File: config.mk
export PLATFORM = sky130hd
export DESIGN_NAME = sal_addr_decoder_dual
export DESIGN_NICKNAME = d
export VERILOG_FILES = /design/src/rtl/sal_addr_decoder_dual.sv
export SDC_FILE = /design/constraint.sdc
export NUM_CORES = 1
export LEC_CHECK = 0
export ABC_AREA = 0
export CAP_MARGIN = 25
export CORE_MARGIN = 2
export CORE_UTILIZATION = 25
export DETAILED_ROUTE_END_ITERATION = 10
export PLACE_DENSITY_LB_ADDON = 0.25
export SETUP_SLACK_MARGIN = 0.2
export SLEW_MARGIN = 20
export SYNTH_ARGS = -nofsm -noshare
export SYNTH_HDL_FRONTEND = slang
export SYNTH_SLANG_ARGS = --single-unit
File: constraint.sdc
create_clock -name clk -period 2.98 [get_ports clk]
set_input_delay 0.894 -clock clk [delete_from_list [all_inputs] [get_ports clk]]
set_output_delay 0.894 -clock clk [all_outputs]
set_load 0.01 [all_outputs]
File: src/rtl/sal_addr_decoder_dual.sv
// sal_addr_decoder_dual
//   AXI AR/AW address decoder and bank dispatcher. Both address channels are
//   decoded in parallel into {bank, row, column}. Each bank owns one
//   registered request slot, so an accepted request appears on the bank
//   interface one cycle later. When AR and AW target the same bank in the
//   same cycle, AW wins unless AR has already lost STARVE_MAX conflicts in a
//   row; then AR is forced through.
//
//   Optional feature macro: SAL_BA_XOR_HASH_EN
//     defined     : effective bank = decoded BA ^ RA[BA_W-1:0]
//     not defined : effective bank = decoded BA
//
//   Handshake semantics (all channels): a transfer happens on a rising clk
//   edge where valid and ready are both 1. ar_ready/aw_ready are pure
//   functions of both channels' valid/addr, slot occupancy, req_ready and
//   the starvation counter; neither ready looks at the other ready. A bank
//   slot holds its contents unchanged while req_valid[b] & !req_ready[b].
module sal_addr_decoder_dual #(
  parameter int ADDR_W     = 32,
  parameter int ID_W       = 4,
  parameter int LEN_W      = 8,
  parameter int SEQ_W      = 8,
  parameter int BA_W       = 2,
  parameter int RA_W       = 14,
  parameter int CA_W       = 10,
  parameter int OFS_W      = 6,
  parameter int MAP_MODE   = 0,
  parameter int STARVE_MAX = 4,
  localparam int BK_CNT    = 2 ** BA_W
) (
  input  logic                     clk,
  input  logic                     rst_n,
  // AR slave
  input  logic                     ar_valid,
  output logic                     ar_ready,
  input  logic [ID_W-1:0]          ar_id,
  input  logic [LEN_W-1:0]         ar_len,
  input  logic [ADDR_W-1:0]        ar_addr,
  // AW slave
  input  logic                     aw_valid,
  output logic                     aw_ready,
  input  logic [ID_W-1:0]          aw_id,
  input  logic [LEN_W-1:0]         aw_len,
  input  logic [ADDR_W-1:0]        aw_addr,
  // Bank controller requests, bank b packed at [b*W +: W]
  output logic [BK_CNT-1:0]        req_valid,
  input  logic [BK_CNT-1:0]        req_ready,
  output logic [BK_CNT-1:0]        req_wr,
  output logic [BK_CNT*ID_W-1:0]   req_id,
  output logic [BK_CNT*LEN_W-1:0]  req_len,
  output logic [BK_CNT*SEQ_W-1:0]  req_seq_num,
  output logic [BK_CNT*RA_W-1:0]   req_ra,
  output logic [BK_CNT*CA_W-1:0]   req_ca
);

  // Starvation counter must be able to hold STARVE_MAX (which is >= 1).
  localparam int              ST_W       = $clog2(STARVE_MAX + 1);
  localparam logic [ST_W-1:0] STARVE_LIM = ST_W'(STARVE_MAX);

  typedef struct packed {
    logic [BA_W-1:0] ba;
    logic [RA_W-1:0] ra;
    logic [CA_W-1:0] ca;
  } dec_t;

  // Slice an address into bank/row/column; bits above the mapped field
  // and the byte offset are ignored.
  function automatic dec_t decode(input logic [ADDR_W-1:0] addr);
    dec_t d;
    if (MAP_MODE == 0) begin
      d.ca = addr[OFS_W +: CA_W];
      d.ba = addr[OFS_W + CA_W +: BA_W];
    end else begin
      d.ba = addr[OFS_W +: BA_W];
      d.ca = addr[OFS_W + BA_W +: CA_W];
    end
    d.ra = addr[OFS_W + BA_W + CA_W +: RA_W];
`ifdef SAL_BA_XOR_HASH_EN
    d.ba = d.ba ^ d.ra[BA_W-1:0];
`endif
    return d;
  endfunction

  // Offset and high address bits are intentionally dropped by the decode.
  logic unused_addr;
  assign unused_addr = ^{ar_addr, aw_addr};

  // Per-bank request slots
  logic [BK_CNT-1:0] slot_vld_q, slot_vld_d;
  logic [BK_CNT-1:0] slot_wr_q,  slot_wr_d;
  logic [ID_W-1:0]   slot_id_q  [BK_CNT];
  logic [ID_W-1:0]   slot_id_d  [BK_CNT];
  logic [LEN_W-1:0]  slot_len_q [BK_CNT];
  logic [LEN_W-1:0]  slot_len_d [BK_CNT];
  logic [SEQ_W-1:0]  slot_seq_q [BK_CNT];
  logic [SEQ_W-1:0]  slot_seq_d [BK_CNT];
  logic [RA_W-1:0]   slot_ra_q  [BK_CNT];
  logic [RA_W-1:0]   slot_ra_d  [BK_CNT];
  logic [CA_W-1:0]   slot_ca_q  [BK_CNT];
  logic [CA_W-1:0]   slot_ca_d  [BK_CNT];

  // Sequence counters and AR starvation counter
  logic [SEQ_W-1:0] rd_seq_q, rd_seq_d;
  logic [SEQ_W-1:0] wr_seq_q, wr_seq_d;
  logic [ST_W-1:0]  starve_q, starve_d;

  // Decode and arbitration signals
  dec_t              ar_dec, aw_dec;
  logic [BK_CNT-1:0] slot_free;
  logic              conflict;
  logic              ar_pri;
  logic              ar_acc, aw_acc;

  // Decode both channels in parallel.
  always_comb begin
    ar_dec = decode(ar_addr);
    aw_dec = decode(aw_addr);
  end

  // A slot can take a new request when empty or being drained this cycle.
  assign slot_free = ~slot_vld_q | req_ready;

  // Same-bank conflict arbitration; AR gets priority once starved.
  always_comb begin
    conflict = ar_valid & aw_valid & (ar_dec.ba == aw_dec.ba);
    ar_pri   = (starve_q == STARVE_LIM);
    ar_ready = rst_n & slot_free[ar_dec.ba] & ~(conflict & ~ar_pri);
    aw_ready = rst_n & slot_free[aw_dec.ba] & ~(conflict & ar_pri);
    ar_acc   = ar_valid & ar_ready;
    aw_acc   = aw_valid & aw_ready;
  end

  // Starvation counter: count AW conflict wins, clear on AR accept.
  always_comb begin
    starve_d = starve_q;
    if (ar_acc) begin
      starve_d = '0;
    end else if (conflict && aw_acc && (starve_q != STARVE_LIM)) begin
      starve_d = starve_q + 1'b1;
    end
  end

  // Sequence counters advance once per accepted request, wrapping naturally.
  always_comb begin
    rd_seq_d = rd_seq_q;
    wr_seq_d = wr_seq_q;
    if (ar_acc) rd_seq_d = rd_seq_q + 1'b1;
    if (aw_acc) wr_seq_d = wr_seq_q + 1'b1;
  end

  // Slot next state: load on accept, clear on pop, otherwise hold.
  always_comb begin
    slot_vld_d = slot_vld_q;
    slot_wr_d  = slot_wr_q;
    slot_id_d  = slot_id_q;
    slot_len_d = slot_len_q;
    slot_seq_d = slot_seq_q;
    slot_ra_d  = slot_ra_q;
    slot_ca_d  = slot_ca_q;
    for (int b = 0; b < BK_CNT; b++) begin
      if (slot_vld_q[b] && req_ready[b]) begin
        slot_vld_d[b] = 1'b0;
      end
      // Arbitration guarantees at most one channel loads a given bank.
      if (ar_acc && (ar_dec.ba == BA_W'(b))) begin
        slot_vld_d[b] = 1'b1;
        slot_wr_d[b]  = 1'b0;
        slot_id_d[b]  = ar_id;
        slot_len_d[b] = ar_len;
        slot_seq_d[b] = rd_seq_q;
        slot_ra_d[b]  = ar_dec.ra;
        slot_ca_d[b]  = ar_dec.ca;
      end else if (aw_acc && (aw_dec.ba == BA_W'(b))) begin
        slot_vld_d[b] = 1'b1;
        slot_wr_d[b]  = 1'b1;
        slot_id_d[b]  = aw_id;
        slot_len_d[b] = aw_len;
        slot_seq_d[b] = wr_seq_q;
        slot_ra_d[b]  = aw_dec.ra;
        slot_ca_d[b]  = aw_dec.ca;
      end
    end
  end

  // State registers; synchronous reset drops any pending slot contents.
  always_ff @(posedge clk) begin
    if (!rst_n) begin
      slot_vld_q <= '0;
      slot_wr_q  <= '0;
      for (int b = 0; b < BK_CNT; b++) begin
        slot_id_q[b]  <= '0;
        slot_len_q[b] <= '0;
        slot_seq_q[b] <= '0;
        slot_ra_q[b]  <= '0;
        slot_ca_q[b]  <= '0;
      end
      rd_seq_q <= '0;
      wr_seq_q <= '0;
      starve_q <= '0;
    end else begin
      slot_vld_q <= slot_vld_d;
      slot_wr_q  <= slot_wr_d;
      slot_id_q  <= slot_id_d;
      slot_len_q <= slot_len_d;
      slot_seq_q <= slot_seq_d;
      slot_ra_q  <= slot_ra_d;
      slot_ca_q  <= slot_ca_d;
      rd_seq_q   <= rd_seq_d;
      wr_seq_q   <= wr_seq_d;
      starve_q   <= starve_d;
    end
  end

  // Pack per-bank slot registers onto the flat request buses.
  assign req_valid = slot_vld_q;
  assign req_wr    = slot_wr_q;
  for (genvar gb = 0; gb < BK_CNT; gb++) begin : g_pack
    assign req_id[gb*ID_W +: ID_W]         = slot_id_q[gb];
    assign req_len[gb*LEN_W +: LEN_W]      = slot_len_q[gb];
    assign req_seq_num[gb*SEQ_W +: SEQ_W]  = slot_seq_q[gb];
    assign req_ra[gb*RA_W +: RA_W]         = slot_ra_q[gb];
    assign req_ca[gb*CA_W +: CA_W]         = slot_ca_q[gb];
  end

endmodule

==> summary.txt, run 1 <==
Status - completed
Final hold viol count - 0
Largest net degree at the start of global routing - 183
Synth top area cells - dfxtp_1 44%, o21ai_0 13%, a31oi_1 8.4%
Root Buffer - clkbuf_16
Synth warn - 0
Worst setup path end - aw_ready
Hold wc startpoint - req_ca[13]
Clk sink count - 203
Critical path's largest stage delay - 220 ps
Crit path max fanout - 3
Top cell type's share of synthesized area - 0.438
Clk slew on worst S/H paths - 60 ps
Initial drt markers - 683
Most frequent cells in the layout - 256 x clkdlybuf4s50_1, 232 x o21ai_0, 203 x dfxtp_1
# setup viols final - 0
CTS tree - built
Die Y - 197 µm
Number of port buffers - 269
Max cap viols - 0
Skew final - 12.1 ps
Pleak - 4.62 nW
CP top delay family - buffers and inverters
Die W - 197 µm
Slew @ Worst Pin - 968 ps
Register area - 0.00406 mm²
CP Launch Type - input pin
Reg2reg path depth - 15
Count of cell types in the netlist - 49
Period Utilization, post-route - 0.933
Worst min path class - flip-flop to flip-flop
Cts bufs inserted - 23
Clock Path Buffers - 3
Detail Route Antenna Nets - 0
Setup repair after global routing missed its margin - true
Commonest non-fill, non-tap cell in the layout - clkdlybuf4s50_1
DR DRC count - 0
Reg-to-reg setup timing slack - 390 ps
Commonest register cell after synthesis - dfxtp_1
Syn Nets - 1270
Cell count along the critical path - 7
Total power - 0.00698 W
Initial antenna violation count - 0
Crit path time final - 2780 ps
Yosys reg bits - 203
Max rail drop VDD - 323 µV
Cell area power density - 508 mW/mm²
Core Rows - 70
# H-tree levels - 1
Area leader, netlist - dfxtp_1
Die area - 0.0386 mm²
EDFF count, synth - 0
Final GP Congestion - 0.816
Area occupied by multi-input gates - 0.00466 mm²
Max-slew headroom - 0.355
I/O pin total - 282
Crit. Startpoint - ar_addr[17]
Placed wire-length estimate - 25100 µm
DR WL/cell - 20.7 µm
DRT Pass-1 Iters - 5
Max Clock Freq - 360 MHz
Post-route cell area - 0.0138 mm²
Average size of a mapped cell - 7.93 µm²
Fraction of layout cells with a size suffix above 1 - 0.121
WL final - 39400 µm
Worst setup margin - 200 ps
FILL cells - 3696
Grt ovf - 0
Buf+Inv Stages, Crit Path - 4
Synth-to-layout area growth - 48.3%
Fin. max-slew vios - 0
Placed cell areas - 0.0128 mm²
R2R Path Start - req_valid[3]
Slowest-stage cell, CP - nor3_2
Req. time, crit path - 2090 ps
CP Cell Sequence - buf_6 > buf_6 > buf_4 > xor2_2 > nor3_2 > nor3_2 > buf_2
DR vias/cell - 5.36
Clock Latency Late Sink - 520 ps
Synthesized area - 0.00927 mm²
Sequential share of the synthesized area - 0.438
CP Capture Type - output port
Pre-CTS setup slack - -662 ps
Initial Util - 0.253
Via count - 10200
Vias in the first global route - 9845
Nets@finish - 1523
Post-Syn Instances - 1170
Tot GR Track Use - 0.197
Worst endpoint data arrival time - 1890 ps
First-pass GRT wire length - 60000 µm
Post-synthesis async set-or-reset flop share - 0
CORE AREA - 0.0366 mm²
Reg2reg end - req_ca[30]
CP Class - input pin to output port
[final cells by class]
type / instances / area share
antenna: 1 / 0.000182
multi-input combinational: 831 / 0.339
sequential: 203 / 0.295
timing repair buffer: 361 / 0.266
clock inverter: 5 / 0.00573
clock buffer: 37 / 0.0508
tap: 468 / 0.0426
inverter: 3 / 0.000819
[timing repair]
item                                    in CTS  in global routing
endpoints found under the setup margin     127                 44
endpoints found under the hold margin        0                  0
pin swaps                                    6                  1
hold buffers                                 0                  0
gates resized for setup                     52                  7
buffers inserted                            14                  0
[stage by stage]
stage | hold WS, ps | setup TNS [ps] | cells | util
4_1_cts | 474 | 0 | 1908 | 0.375
2_1_floorplan | 473 | 0 | 1170 | -
3_5_place_dp | 464 | -67370 | 1852 | 0.351
5_1_grt | 493 | 0 | 1908 | 0.376
6_report | 470 | 0 | 1909 | 0.376
3_3_place_gp | 457 | -61270 | 1852 | 0.351
[registers in the layout (all words and copies together), names as in the netlist, 4 cells and up]
name,count
req_valid,4
req_wr,4
req_seq_num,32
req_len,32
req_ra,56
req_id,16
rd_seq_q,8
req_ca,40
wr_seq_q,8
[synth_stat cells (all sizes together), types with 7 or more instances]
| master | instances |
|---|---|
| a32oi | 8 |
| nand2 | 110 |
| nand4 | 11 |
| nor3 | 10 |
| mux2i | 11 |
| nor2 | 23 |
| o21ai | 289 |
| dfxtp | 203 |
| a21oi | 80 |
| clkbuf | 85 |
| nand3 | 91 |
| a211oi | 7 |
| buf | 48 |
| a31oi | 125 |
| a221o | 8 |
| nor4 | 12 |
[power by group]
part / switching, W / leakage [nW] / total (W) / internal (W)
logic: 0.000576 / 2.58 / 0.00109 / 0.000512
registers: 0.0000835 / 1.65 / 0.00292 / 0.00283
clock network: 0.00120 / 0.383 / 0.00298 / 0.00177
total: 0.00186 / 4.62 / 0.00698 / 0.00512
[logic make-up after synthesis]
family / count (synthesis) / share of synthesized area
XOR/XNOR: 9 / 0.00931
AND/OR/NAND/NOR: 283 / 0.148
buffers and inverters: 136 / 0.0721
multiplexers: 12 / 0.0143
flip-flops: 203 / 0.438
adder cells (fa/ha/maj): 4 / 0.00540
AO/OA/AOI/OAI: 523 / 0.313
[worst min-delay path, stage by stage, from the launching register on]
cell and delay (ps):
dfxtp_1 300, o21ai_0 60, a21oi_1 60
[worst min path at each step]
stage,to,slack (ps),cells after the start
6_report,req_ca[13],470,2
5_1_grt,req_len[31],490,2
4_1_cts,req_ra[17],470,2
3_5_place_dp,req_ra[47],460,2
3_3_place_gp,req_ca[13],460,2
2_1_floorplan,wr_seq_q[4],470,1
[layer usage]
layer | part of all wire | global-route usage | wire [µm]
met1 | 0.43 | 0.262 | 17200
met2 | 0.45 | 0.319 | 17800
met3 | 0.091 | 0.0465 | 3600
met4 | 0.023 | 0.0540 | 908
met5 | 0 | 0 | 0
Note: power is estimated with default switching activity, not from simulation.
==> inputs of run 2 (changes only) <==
==> constraint.sdc (replaced) <==
create_clock -name clk -period 2.9 [get_ports clk]
set_input_delay 0.87 -clock clk [delete_from_list [all_inputs] [get_ports clk]]
set_output_delay 0.87 -clock clk [all_outputs]
set_load 0.01 [all_outputs]
==> summary.txt, run 2 (synthesis gave the netlist of run 1 again) <==
Status - completed
Die W - 197 µm
DR DRC count - 0
Initial Util - 0.253
Initial antenna violation count - 1
Clock Path Buffers - 3
CP Cell Sequence - buf_6 > buf_6 > or3b_4 > a21oi_4 > nor3_4 > buf_2
Max FFs per register - 56
Req. time, crit path - 2030 ps
Buf+Inv Stages, Crit Path - 3
Cts bufs inserted - 25
Most frequent cells in the layout - 256 x clkdlybuf4s50_1, 234 x o21ai_0, 199 x dfxtp_1
Post-route cell area - 0.0142 mm²
Setup repair after global routing missed its margin - true
Non-filler cells, final - 1924
Final GP Congestion - 0.827
Clock Latency Late Sink - 530 ps
Cell area power density - 510 mW/mm²
Largest net degree at the start of global routing - 182
CTS tree - built
Period Utilization, post-route - 0.945
Crit path top cell by count - buf_6
Commonest non-fill, non-tap cell in the layout - clkdlybuf4s50_1
Number of port buffers - 269
First-pass GRT wire length - 59800 µm
CP Launch Type - input pin
Skew final - 10.4 ps
# H-tree levels - 1
Hold depth - 2
Tot GR Track Use - 0.196
Hold buffers post-CTS - 0
DR vias/cell - 5.42
Fraction of layout cells with a size suffix above 1 - 0.140
Crit path max fanout - 7
CORE AREA - 0.0366 mm²
Die area - 0.0386 mm²
Root Buffer - clkbuf_16
Vias in the first global route - 9674
Detail Route Antenna Nets - 0
Core Rows - 70
DR WL/cell - 21.9 µm
Cell count along the critical path - 6
FILL cells - 3710
Grt ovf - 0
Clk sink count - 203
CP top delay family - simple AND/OR/NAND/NOR gates
Final setup TNS - 0 ps
DRT Pass-1 Iters - 5
Max Clock Freq - 365 MHz
Ant. Diodes - 0
Max rail drop VDD - 347 µV
Pre-CTS setup slack - -710 ps
Die Y - 197 µm
Max-slew headroom - 0.476
CP Capture Type - output port
Worst setup margin - 161 ps
Placed cell areas - 0.0129 mm²
Reg2reg path depth - 14
I/O pin total - 282
Nets@finish - 1540
Clk slew on worst S/H paths - 60 ps
Placed wire-length estimate - 25300 µm
Fin. max-slew vios - 0
Critical path's largest stage delay - 400 ps
Slew @ Worst Pin - 785 ps
Worst min path class - flip-flop to flip-flop
Pleak - 4.81 nW
CP Class - input pin to output port
Placed insts - 1851
Worst endpoint data arrival time - 1870 ps
Max cap viols - 0
WL final - 42200 µm
Crit path time final - 2740 ps
Via count - 10400
Initial drt markers - 815
Synth-to-layout area growth - 53.3%
# setup viols final - 0
Slowest-stage cell, CP - or3b_4
Final hold viol count - 0
-- run 2: cell types whose count changed in the layout (fill, tap and decap cells not counted), sizes merged --
cell	delta
buf	+9
clkbuf	+6
bufinv	-2
clkinvlp	+2
clkdlybuf4s15	-1
clkinv	+1
diode	-1
or4b	+1
-- run 2: area by class of cell --
type	instances	area (µm²)	area share
Sequential cell	203	4070	0.286
Inverter	3	11.3	0.000792
Clock inverter	6	38.8	0.00273
Multi-Input combinational cell	832	4760	0.335
Clock buffer	37	751	0.0528
Timing Repair Buffer	375	4000	0.281
Tap cell	468	586	0.0412
-- run 2: repair_timing --
action                                  4_1_cts  5_1_grt
endpoints found under the setup margin      145       64
gates resized for setup                      66       32
gates cloned                                  0        9
pin swaps                                     5        5
setup buffers                                16        5
hold endpoints to repair                      0        0
-- run 2: worst paths after layout --
path | from | to | slack [ps]
worst max register to register | req_valid[2] | req_id[10] | 240
worst min-delay path | req_id[6] | req_id[6] | 470
worst min register to register | req_id[6] | req_id[6] | 470
worst max-delay path | aw_addr[17] | aw_ready | 160
-- run 2: power breakdown --
group	total [W]	internal [W]	switching [W]
clock	0.00307	0.00178	0.00129
combinational	0.00118	0.000557	0.000621
sequential	0.00300	0.00291	0.0000858
-- run 2: per-layer routing --
layer	global-route usage	share of wire
met5	0	0.00043
met2	0.315	0.45
met3	0.0414	0.083
met1	0.268	0.45
met4	0.0482	0.019
-- run 2: stage by stage --
step | util | hold slack [ps] | power (W)
4_1_cts | 0.378 | 477 | 0.00727
2_1_floorplan | - | 473 | 0.00350
3_3_place_gp | 0.352 | 459 | 0.00416
5_1_grt | 0.388 | 488 | 0.00753
6_report | 0.388 | 472 | 0.00725
3_5_place_dp | 0.352 | 464 | 0.00417
-- run 2: worst register-to-register path, delay by kind of cell, from the launching register on --
family / cells / cell delay, ps
buffers and inverters: 11 / 1310
and+or+nand+nor: 2 / 780
DFF: 1 / 320
AOI/OAI and AO/OA: 1 / 160
